## config.mk

```make
export PLATFORM = sky130hd
export DESIGN_NAME = muldiv_unit
export DESIGN_NICKNAME = d
export VERILOG_FILES = /design/src/rtl/muldiv_pkg.sv /design/src/rtl/muldiv_signfix.sv /design/src/rtl/muldiv_unit.sv
export SDC_FILE = /design/constraint.sdc
export NUM_CORES = 1
export LEC_CHECK = 0
export ABC_AREA = 1
export CAP_MARGIN = 5
export CORE_ASPECT_RATIO = 0.75
export CORE_MARGIN = 10
export CORE_UTILIZATION = 44
export CTS_CLUSTER_SIZE = 12
export DETAILED_ROUTE_END_ITERATION = 8
export SETUP_SLACK_MARGIN = 0.02
export SYNTH_ARGS = -nofsm -noshare
export SYNTH_HDL_FRONTEND = slang
export SYNTH_SLANG_ARGS = --single-unit
```

## constraint.sdc

```tcl
create_clock -name clk -period 9.7 [get_ports clk]
set_input_delay 2.425 -clock clk [delete_from_list [all_inputs] [get_ports clk]]
set_output_delay 2.425 -clock clk [all_outputs]
set_load 0.05 [all_outputs]
```

## src/rtl/muldiv_pkg.sv

```systemverilog
// Shared constants and types for the iterative multiply/divide unit.
package muldiv_pkg;

  localparam int MULDIV_WIDTH = 32;

  localparam logic [1:0] OP_MULT  = 2'd0;
  localparam logic [1:0] OP_MULTU = 2'd1;
  localparam logic [1:0] OP_DIV   = 2'd2;
  localparam logic [1:0] OP_DIVU  = 2'd3;

  localparam logic [MULDIV_WIDTH-1:0] DIV0_LO = '1;

  typedef enum logic [1:0] {
    IDLE,
    RUN,
    DONE
  } state_e;

endpackage

```

## src/rtl/muldiv_signfix.sv

```systemverilog
// Two's-complement sign correction: whole 2*WIDTH value (product) or
// independent halves (remainder/quotient, or a pair of operands).
module muldiv_signfix
  import muldiv_pkg::*;
#(
  parameter int WIDTH = MULDIV_WIDTH
) (
  input  logic [2*WIDTH-1:0] raw,
  input  logic               split,
  input  logic               neg_hi,
  input  logic               neg_lo,
  output logic [WIDTH-1:0]   hi,
  output logic [WIDTH-1:0]   lo
);

  logic [2*WIDTH-1:0] raw_neg;
  logic [WIDTH-1:0]   hi_neg;

  always_comb begin
    raw_neg = -raw;
    hi_neg  = -raw[2*WIDTH-1:WIDTH];
    lo      = neg_lo ? raw_neg[WIDTH-1:0] : raw[WIDTH-1:0];
    // Unsplit mode: the upper half follows the full-width negation (borrow from low half).
    if (split) begin
      hi = neg_hi ? hi_neg : raw[2*WIDTH-1:WIDTH];
    end else begin
      hi = neg_lo ? raw_neg[2*WIDTH-1:WIDTH] : raw[2*WIDTH-1:WIDTH];
    end
  end

endmodule

```

## src/rtl/muldiv_unit.sv

```systemverilog
// Iterative MULT/MULTU/DIV/DIVU unit owning HI/LO; shift-add multiply and
// restoring divide on magnitudes, one bit per cycle, sign fixed at completion.
module muldiv_unit
  import muldiv_pkg::*;
#(
  parameter int WIDTH = MULDIV_WIDTH
) (
  input  logic             clk,
  input  logic             rst,
  input  logic             start,
  input  logic [1:0]       op,
  input  logic [WIDTH-1:0] a,
  input  logic [WIDTH-1:0] b,
  input  logic             hi_we,
  input  logic             lo_we,
  input  logic [WIDTH-1:0] wdata,
  output logic             busy,
  output logic             done,
  output logic [WIDTH-1:0] hi,
  output logic [WIDTH-1:0] lo
);

  localparam int CW = $clog2(WIDTH) + 1;

  state_e               state_q, state_d;
  logic [CW-1:0]        cnt_q, cnt_d;
  logic [2*WIDTH-1:0]   acc_q, acc_d;
  logic [WIDTH-1:0]     opnd_q, opnd_d;
  logic [WIDTH-1:0]     hi_q, hi_d;
  logic [WIDTH-1:0]     lo_q, lo_d;
  logic                 is_div_q, is_div_d;
  logic                 neg_q, neg_d;
  logic                 rem_neg_q, rem_neg_d;
  logic                 div0_q, div0_d;

  logic                 op_div, op_signed, a_neg, b_neg;
  logic [WIDTH-1:0]     abs_a, abs_b, res_hi, res_lo;
  logic [WIDTH:0]       mul_sum, rem_sh, diff;
  logic                 ge;
  logic [2*WIDTH-1:0]   step;

  always_comb begin
    op_div    = (op == OP_DIV) || (op == OP_DIVU);
    op_signed = (op == OP_MULT) || (op == OP_DIV);
    a_neg     = op_signed & a[WIDTH-1];
    b_neg     = op_signed & b[WIDTH-1];
  end

  muldiv_signfix #(.WIDTH(WIDTH)) u_abs (
    .raw    ({a, b}),
    .split  (1'b1),
    .neg_hi (a_neg),
    .neg_lo (b_neg),
    .hi     (abs_a),
    .lo     (abs_b)
  );

  // acc holds {partial product, multiplier} or {remainder, dividend/quotient}.
  always_comb begin
    mul_sum = {1'b0, acc_q[2*WIDTH-1:WIDTH]} + (acc_q[0] ? {1'b0, opnd_q} : '0);
    rem_sh  = {acc_q[2*WIDTH-1:WIDTH], acc_q[WIDTH-1]};
    diff    = rem_sh - {1'b0, opnd_q};
    ge      = ~diff[WIDTH];
    if (is_div_q) begin
      step = {(ge ? diff[WIDTH-1:0] : rem_sh[WIDTH-1:0]), acc_q[WIDTH-2:0], ge};
    end else begin
      step = {mul_sum, acc_q[WIDTH-1:1]};
    end
  end

  muldiv_signfix #(.WIDTH(WIDTH)) u_res (
    .raw    (step),
    .split  (is_div_q),
    .neg_hi (rem_neg_q),
    .neg_lo (neg_q),
    .hi     (res_hi),
    .lo     (res_lo)
  );

  always_comb begin
    state_d   = state_q;
    cnt_d     = cnt_q;
    acc_d     = acc_q;
    opnd_d    = opnd_q;
    hi_d      = hi_q;
    lo_d      = lo_q;
    is_div_d  = is_div_q;
    neg_d     = neg_q;
    rem_neg_d = rem_neg_q;
    div0_d    = div0_q;

    case (state_q)
      IDLE: if (start) state_d = RUN;
      RUN: begin
        acc_d = step;
        cnt_d = cnt_q + 1'b1;
        if (cnt_q == CW'(WIDTH - 1)) begin
          state_d = DONE;
          cnt_d   = '0;
          hi_d    = res_hi;
          lo_d    = div0_q ? DIV0_LO : res_lo;
        end
      end
      DONE:    state_d = start ? RUN : IDLE;
      default: state_d = IDLE;
    endcase

    if (state_q != RUN) begin
      if (hi_we) hi_d = wdata;
      if (lo_we) lo_d = wdata;
      if (start) begin
        cnt_d     = '0;
        is_div_d  = op_div;
        neg_d     = a_neg ^ b_neg;
        rem_neg_d = a_neg;
        div0_d    = op_div && (b == '0);
        opnd_d    = op_div ? abs_b : abs_a;
        acc_d     = {{WIDTH{1'b0}}, (op_div ? abs_a : abs_b)};
      end
    end
  end

  always_ff @(posedge clk or posedge rst) begin
    if (rst) begin
      state_q   <= IDLE;
      cnt_q     <= '0;
      acc_q     <= '0;
      opnd_q    <= '0;
      hi_q      <= '0;
      lo_q      <= '0;
      is_div_q  <= 1'b0;
      neg_q     <= 1'b0;
      rem_neg_q <= 1'b0;
      div0_q    <= 1'b0;
    end else begin
      state_q   <= state_d;
      cnt_q     <= cnt_d;
      acc_q     <= acc_d;
      opnd_q    <= opnd_d;
      hi_q      <= hi_d;
      lo_q      <= lo_d;
      is_div_q  <= is_div_d;
      neg_q     <= neg_d;
      rem_neg_q <= rem_neg_d;
      div0_q    <= div0_d;
    end
  end

  always_comb begin
    busy = (state_q == RUN);
    done = (state_q == DONE);
    hi   = hi_q;
    lo   = lo_q;
  end

endmodule

```

==> results of run 1 <==
## cell families (layout without fill, tap and decap cells)
group                    Yosys count  count (layout)  share of synthesized area (%)
AND/OR/NAND/NOR                 1514            1514                           36.6
XOR/XNOR                          77              77                           3.79
flip-flops                       172             172                           24.2
buffers and inverters            555             674                           12.1
AO/OA/AOI/OAI                    568             568                           18.3
adder cells (fa/ha/maj)           71              71                           5.07
## area by class of cell
class,instances,share of cell area [%]
inverters,449,8.24
multi-input cells,2230,55.4
flip-flops and latches,172,21.0
clock inverters,15,1.01
clock buffers,17,2.07
repair buffers,193,9.09
well taps,520,3.17
## sequential cells by signal, indices dropped and copies added (netlist names)
register	count
acc_q	64
cnt_q	6
div0_q	1
hi	32
is_div_q	1
lo	32
neg_q	1
opnd_q	32
rem_neg_q	1
state_q	2
## worst max-delay path, stage by stage
cell and delay (ns):
clkdlybuf4s50_1 0.41, inv_1 0.12, ha_1 0.19, nand3_1 0.10, nor3_1 0.19, nand3_1 0.13
nor3_1 0.29, nand2_1 0.12, nor3b_1 0.33, nand2_1 0.12, nor2_1 0.18, inv_1 0.06
nor2_1 0.30, nor2_1 0.09, xnor2_1 0.20, nand2_1 0.08, o211ai_1 0.12, nand2_1 0.09
nand2_1 0.07, nand2_1 0.07
## cells in the mapped netlist, types with 8 or more instances
cell type / count
dfrtp_1: 172
nand3b_1: 21
o211ai_1: 34
o21ai_1: 17
a22oi_1: 15
o31ai_1: 8
xor2_1: 43
xnor2_1: 34
buf_1: 9
nand2_1: 817
nand3_1: 180
a31oi_1: 9
nand2_2: 29
inv_1: 439
nor3_1: 69
clkbuf_1: 78
a21o_1: 8
ha_1: 69
buf_2: 11
or2_2: 11
o21ai_0: 256
nand3_2: 12
nor2_2: 27
o221ai_1: 16
nand4_1: 24
a21oi_1: 150
nor4_1: 9
a311oi_1: 17
nor2_1: 297
## how the worst min path moves through the flow
stage	slack [ns]	end	startpoint	depth (start not counted)
final	0.54	cnt_q[2]$_DFF_PP0_	cnt_q[2]$_DFF_PP0_	1
after detailed placement	0.52	acc_q[7]$_DFF_PP0_	acc_q[7]$_DFF_PP0_	2
after floorplan	0.47	state_q[0]$_DFFE_PP0P_	state_q[0]$_DFFE_PP0P_	1
after global routing	0.57	cnt_q[2]$_DFF_PP0_	cnt_q[2]$_DFF_PP0_	1
after CTS	0.54	cnt_q[2]$_DFF_PP0_	cnt_q[2]$_DFF_PP0_	1
after global placement	0.51	acc_q[7]$_DFF_PP0_	acc_q[7]$_DFF_PP0_	2
## layer usage
metal,routed length (um),track usage (%),vias up,share of wire [%]
met5,12,0,-,0.015
met4,1820,8.47,2,2.3
met3,8550,8.05,90,11
met2,33000,45.9,1048,42
met1,35000,44.2,9747,45
li1,-,-,9790,-
## through the flow
stage / hold WS (ns) / setup slack (ns)
finish: 0.541 / 4.37
CTS: 0.538 / 4.43
floorplan: 0.469 / 2.61
global placement: 0.514 / 4.03
detailed placement: 0.517 / 3.94
global route: 0.569 / 4.08
==> results by group, run 1 <==
Detailed routing
  – Via density: approximately 5.8
  – WL/cell: 21.8 um
  – Pre-antenna DRT Iters: 8
  – Detailed Route Iter0 Violations: 2578
  – Via Count: 20700
  – Final wirelength: 78400 um
  – # DRC: 0
  – Final ANT Viol Nets: 0

Clocking
  – # clock sinks: 172
  – Post-cts sizing count: 0
  – H-tree Lvls: 4
  – Worst-Skew Late Latency: 0.48 ns
  – CTS tree: built
  – Maximum clock insertion buffer count: 2
  – CTS root buf: clkbuf_16
  – Post CTS Setup Buffer Count: 0
  – TritonCTS Buffers: 17
  – Clock slew at reported path FFs: 0.08 ns
  – Post-cts hold buffer count: 0

Logic synthesis
  – Synth top area share: 24.2%
  – Sequential cell area fraction in the yosys report: 24.2%
  – Warnings, synthesis: 0
  – Synth area leaders: dfrtp_1, nand2_1, inv_1
  – Synthesized cell area: 17800 um2
  – EDFF count, synth: 0
  – Synthesized flop and latch total: 172
  – FFs w/ async S/R, synth: 100%
  – Post-Syn Nets: 3131
  – Unique masters post-synth: 57
  – Top_reg_cell synth: dfrtp_1
  – Mapped Cells: just under 3000
  – Synth area leader: dfrtp_1
  – Synth Area per Inst: 6.02 um2

Layout
  – Fin nets: 3237
  – Post-route cell area: 20500 um2
  – Final Non-Filler Cells: 3596
  – Share of post-route cells with drive strength above 1: 5.49%
  – Commonest non-fill, non-tap cells in the layout: nand2_1, inv_1, nor2_1
  – FF/Latch Area: 4310 um2
  – Most common cell after layout, fill and taps aside: nand2_1
  – Fillers: roughly 4200
  – Area Growth Syn to Fin: 15.2%
  – Area of the multi-input gates: 11400 um2
  – Final core occ: 51.6%
  – Antenna diode count: 0

Timing
  – Setup Skew: 0.0273 ns
  – Max transition margin: between 10% and 20%
  – Slew @ Worst Pin: 1.28 ns
  – RSZ-0062 raised after global routing: no
  – Final-report max-slew violation count: 0
  – Final hold vios: 0
  – F_max: ~0.19 GHz
  – Setup_tns: 0 ns
  – Period utilization: a little over half
  – Final Setup Violations: 0
  – Final min period: 5.33 ns

Worst setup path
  – Reg-to-reg critical path startpoint: acc_q[31]$_DFF_PP0_
  – Critical Path RT: 10.06 ns
  – R2R Setup Slk: 4.48 ns
  – Worst Setup SP: b[0]
  – Crit Path Category: input pin to register
  – Crit path arrival time: approximately 5.7 ns
  – Worst Path Max Fanout: 3
  – CP endpoint kind: register
  – Worst R2R Path Depth: 30
  – Critical Path End: acc_q[28]$_DFF_PP0_
  – Worst r2r dst: hi[16]$_DFF_PP0_
  – CP Launch Type: input pin

Place
  – Gpl congestion: 0.988
  – IO Port Bufs: 168
  – Final HPWL DP: 63400 um
  – Inst Count DP: 3564
  – Placement Cell Area: 19900 um2

Floorplanning
  – Die width: 252 um
  – Die height: about 190 um
  – Top-level I/O count: around 170
  – # rows: 63
  – Starting density of the core: 44.8%
  – Core Footprint: 39700 um2
  – Die area: 49000 um2

GRT
  – Largest net degree at the start of global routing: 81
  – Global-route wire length before repair: 118000 um
  – Vias in the first global route: about 19000
  – Global-route usage over all layers: 31.3%
  – GRT overflow: 0
  – Initial antenna violation count: 2

Status
  – Status: completed

Hold path
  – Worst hold path class: register to register

Job
  – Maxcap violations: 0
Power of run 1 is left out: the tool's default activity adds up to more than one toggle a clock period on the data nets, which glitch-free logic cannot reach.
==> run 2, diff against run 1 <==
Clock period 9.7 ns to 5.4 ns, I/O delays scaled along.
==> results by group, run 2 (same netlist as run 1, synthesis figures left out) <==
Layout
  – Max reg flops: 64
  – Share of post-route cells with drive strength above 1: 5.89%
  – Most common cell after layout, fill and taps aside: nand2_1
  – Register name with the most flops: acc_q
  – Fin nets: about 3300
  – Fillers: 4190
  – Area Growth Syn to Fin: 15.8%
  – Commonest non-fill, non-tap cells in the layout: nand2_1, inv_1, nor2_1
  – Antenna diode count: 0

Worst setup path
  – Crit path arrival time: 5.31 ns
  – Crit Path Category: register to register
  – CP Launch Type: register
  – CP most frequent cell: nand2_1
  – Max incr delay on CP: 0.45 ns
  – CP endpoint kind: register
  – Slowest CP cell: fa_1
  – Worst R2R Path Depth: 32
  – Worst Path Max Fanout: 4
  – Critical Path RT: 5.81 ns

Status
  – Status: completed

Floorplanning
  – # rows: 63
  – Die area: 49000 um2
  – Die height: 194 um
  – Starting density of the core: 44.8%
  – Core Footprint: 39700 um2
  – Die width: 252 um
  – Top-level I/O count: 169

Timing
  – RSZ-0062 raised after global routing: no
  – Setup_tns: 0 ns
  – Final hold vios: 0
  – Setup Skew: 0.0215 ns
  – Final min period: 4.90 ns
  – Hold slack: 0.542 ns
  – F_max: 0.204 GHz
  – Max transition margin: 24.4%
  – Slew @ Worst Pin: 1.13 ns
  – Period utilization: 90.8%
  – Final-report max-slew violation count: 0
  – Final Setup Violations: 0

Clocking
  – Post-cts hold buffer count: 0
  – TritonCTS Buffers: 17
  – Clock slew at reported path FFs: 0.08 ns
  – H-tree Lvls: 4
  – Post-cts sizing count: 0
  – Post CTS Setup Buffer Count: 0
  – # clock sinks: 172
  – Maximum clock insertion buffer count: 2
  – CTS root buf: clkbuf_16
  – Worst-Skew Late Latency: 0.49 ns
  – CTS tree: built

Job
  – Maxcap violations: 0

GRT
  – Initial antenna violation count: 0
  – Global-route usage over all layers: a little under a third
  – Vias in the first global route: 19400
  – GRT overflow: 0
  – Global-route wire length before repair: between 100000 and 150000 um
  – Largest net degree at the start of global routing: 70

Hold path
  – Worst hold path class: register to register
  – Worst Hold Depth: 2

Detailed routing
  – Via density: 5.75
  – # DRC: 0
  – Detailed Route Iter0 Violations: ~2700
  – WL/cell: roughly 22 um
  – Final ANT Viol Nets: 0
  – Final wirelength: 78500 um
  – Via Count: between 20000 and 25000
  – Pre-antenna DRT Iters: 6

Place
  – Gpl congestion: 1.03
  – IO Port Bufs: around 170
  – Final HPWL DP: 63500 um
run 2: path summary, 6_finish.rpt:
check,to,slack (ns),startpoint
max,hi[30]$_DFF_PP0_,0.50,acc_q[31]$_DFF_PP0_
min,acc_q[11]$_DFF_PP0_,0.54,acc_q[11]$_DFF_PP0_
min in group asynchronous,opnd_q[27]$_DFFE_PP0P_,1.36,rst
max reg2reg,hi[30]$_DFF_PP0_,0.50,acc_q[31]$_DFF_PP0_
min reg2reg,acc_q[11]$_DFF_PP0_,0.54,acc_q[11]$_DFF_PP0_
max in group asynchronous,acc_q[45]$_DFF_PP0_,3.06,rst
run 2: critical path, delay by kind of cell (launching register included):
family | cells | cell delay [ns]
compound gates | 4 | 0.76
buf+inv | 4 | 0.35
simple gates | 21 | 2.53
flops | 1 | 0.38
fa+ha+maj | 3 | 0.77
run 2: stage by stage:
stage                     setup WS (ns)  instances  area [um2]  utilization [%]
after floorplan                    1.69       2957       17800                -
after global placement            0.792       3577       20000             50.3
after detailed placement          0.696       3577       20000             50.3
after CTS                         0.667       3609       20600             51.9
after global routing              0.128       3609       20600             51.9
final                             0.499       3609       20600             51.9
run 2: cell type report:
type                    count  area (um2)  share of cell area [%]
well taps                 520         651                    3.15
flip-flops and latches    172        4310                    20.9
multi-input cells        2230       11400                    55.1
clock buffers              17         425                    2.06
repair buffers            206        1970                    9.57
inverters                 449        1690                    8.19
clock inverters            15         210                    1.02
run 2: routing by layer:
layer,track usage (%),vias to the layer above,share of wire [%]
met3,8.92,102,11
met4,10.6,0,3.1
met1,44.7,9771,45
met2,44.6,1057,41
li1,-,9823,-
met5,0,-,0
Power of run 2 is left out for the same reason.
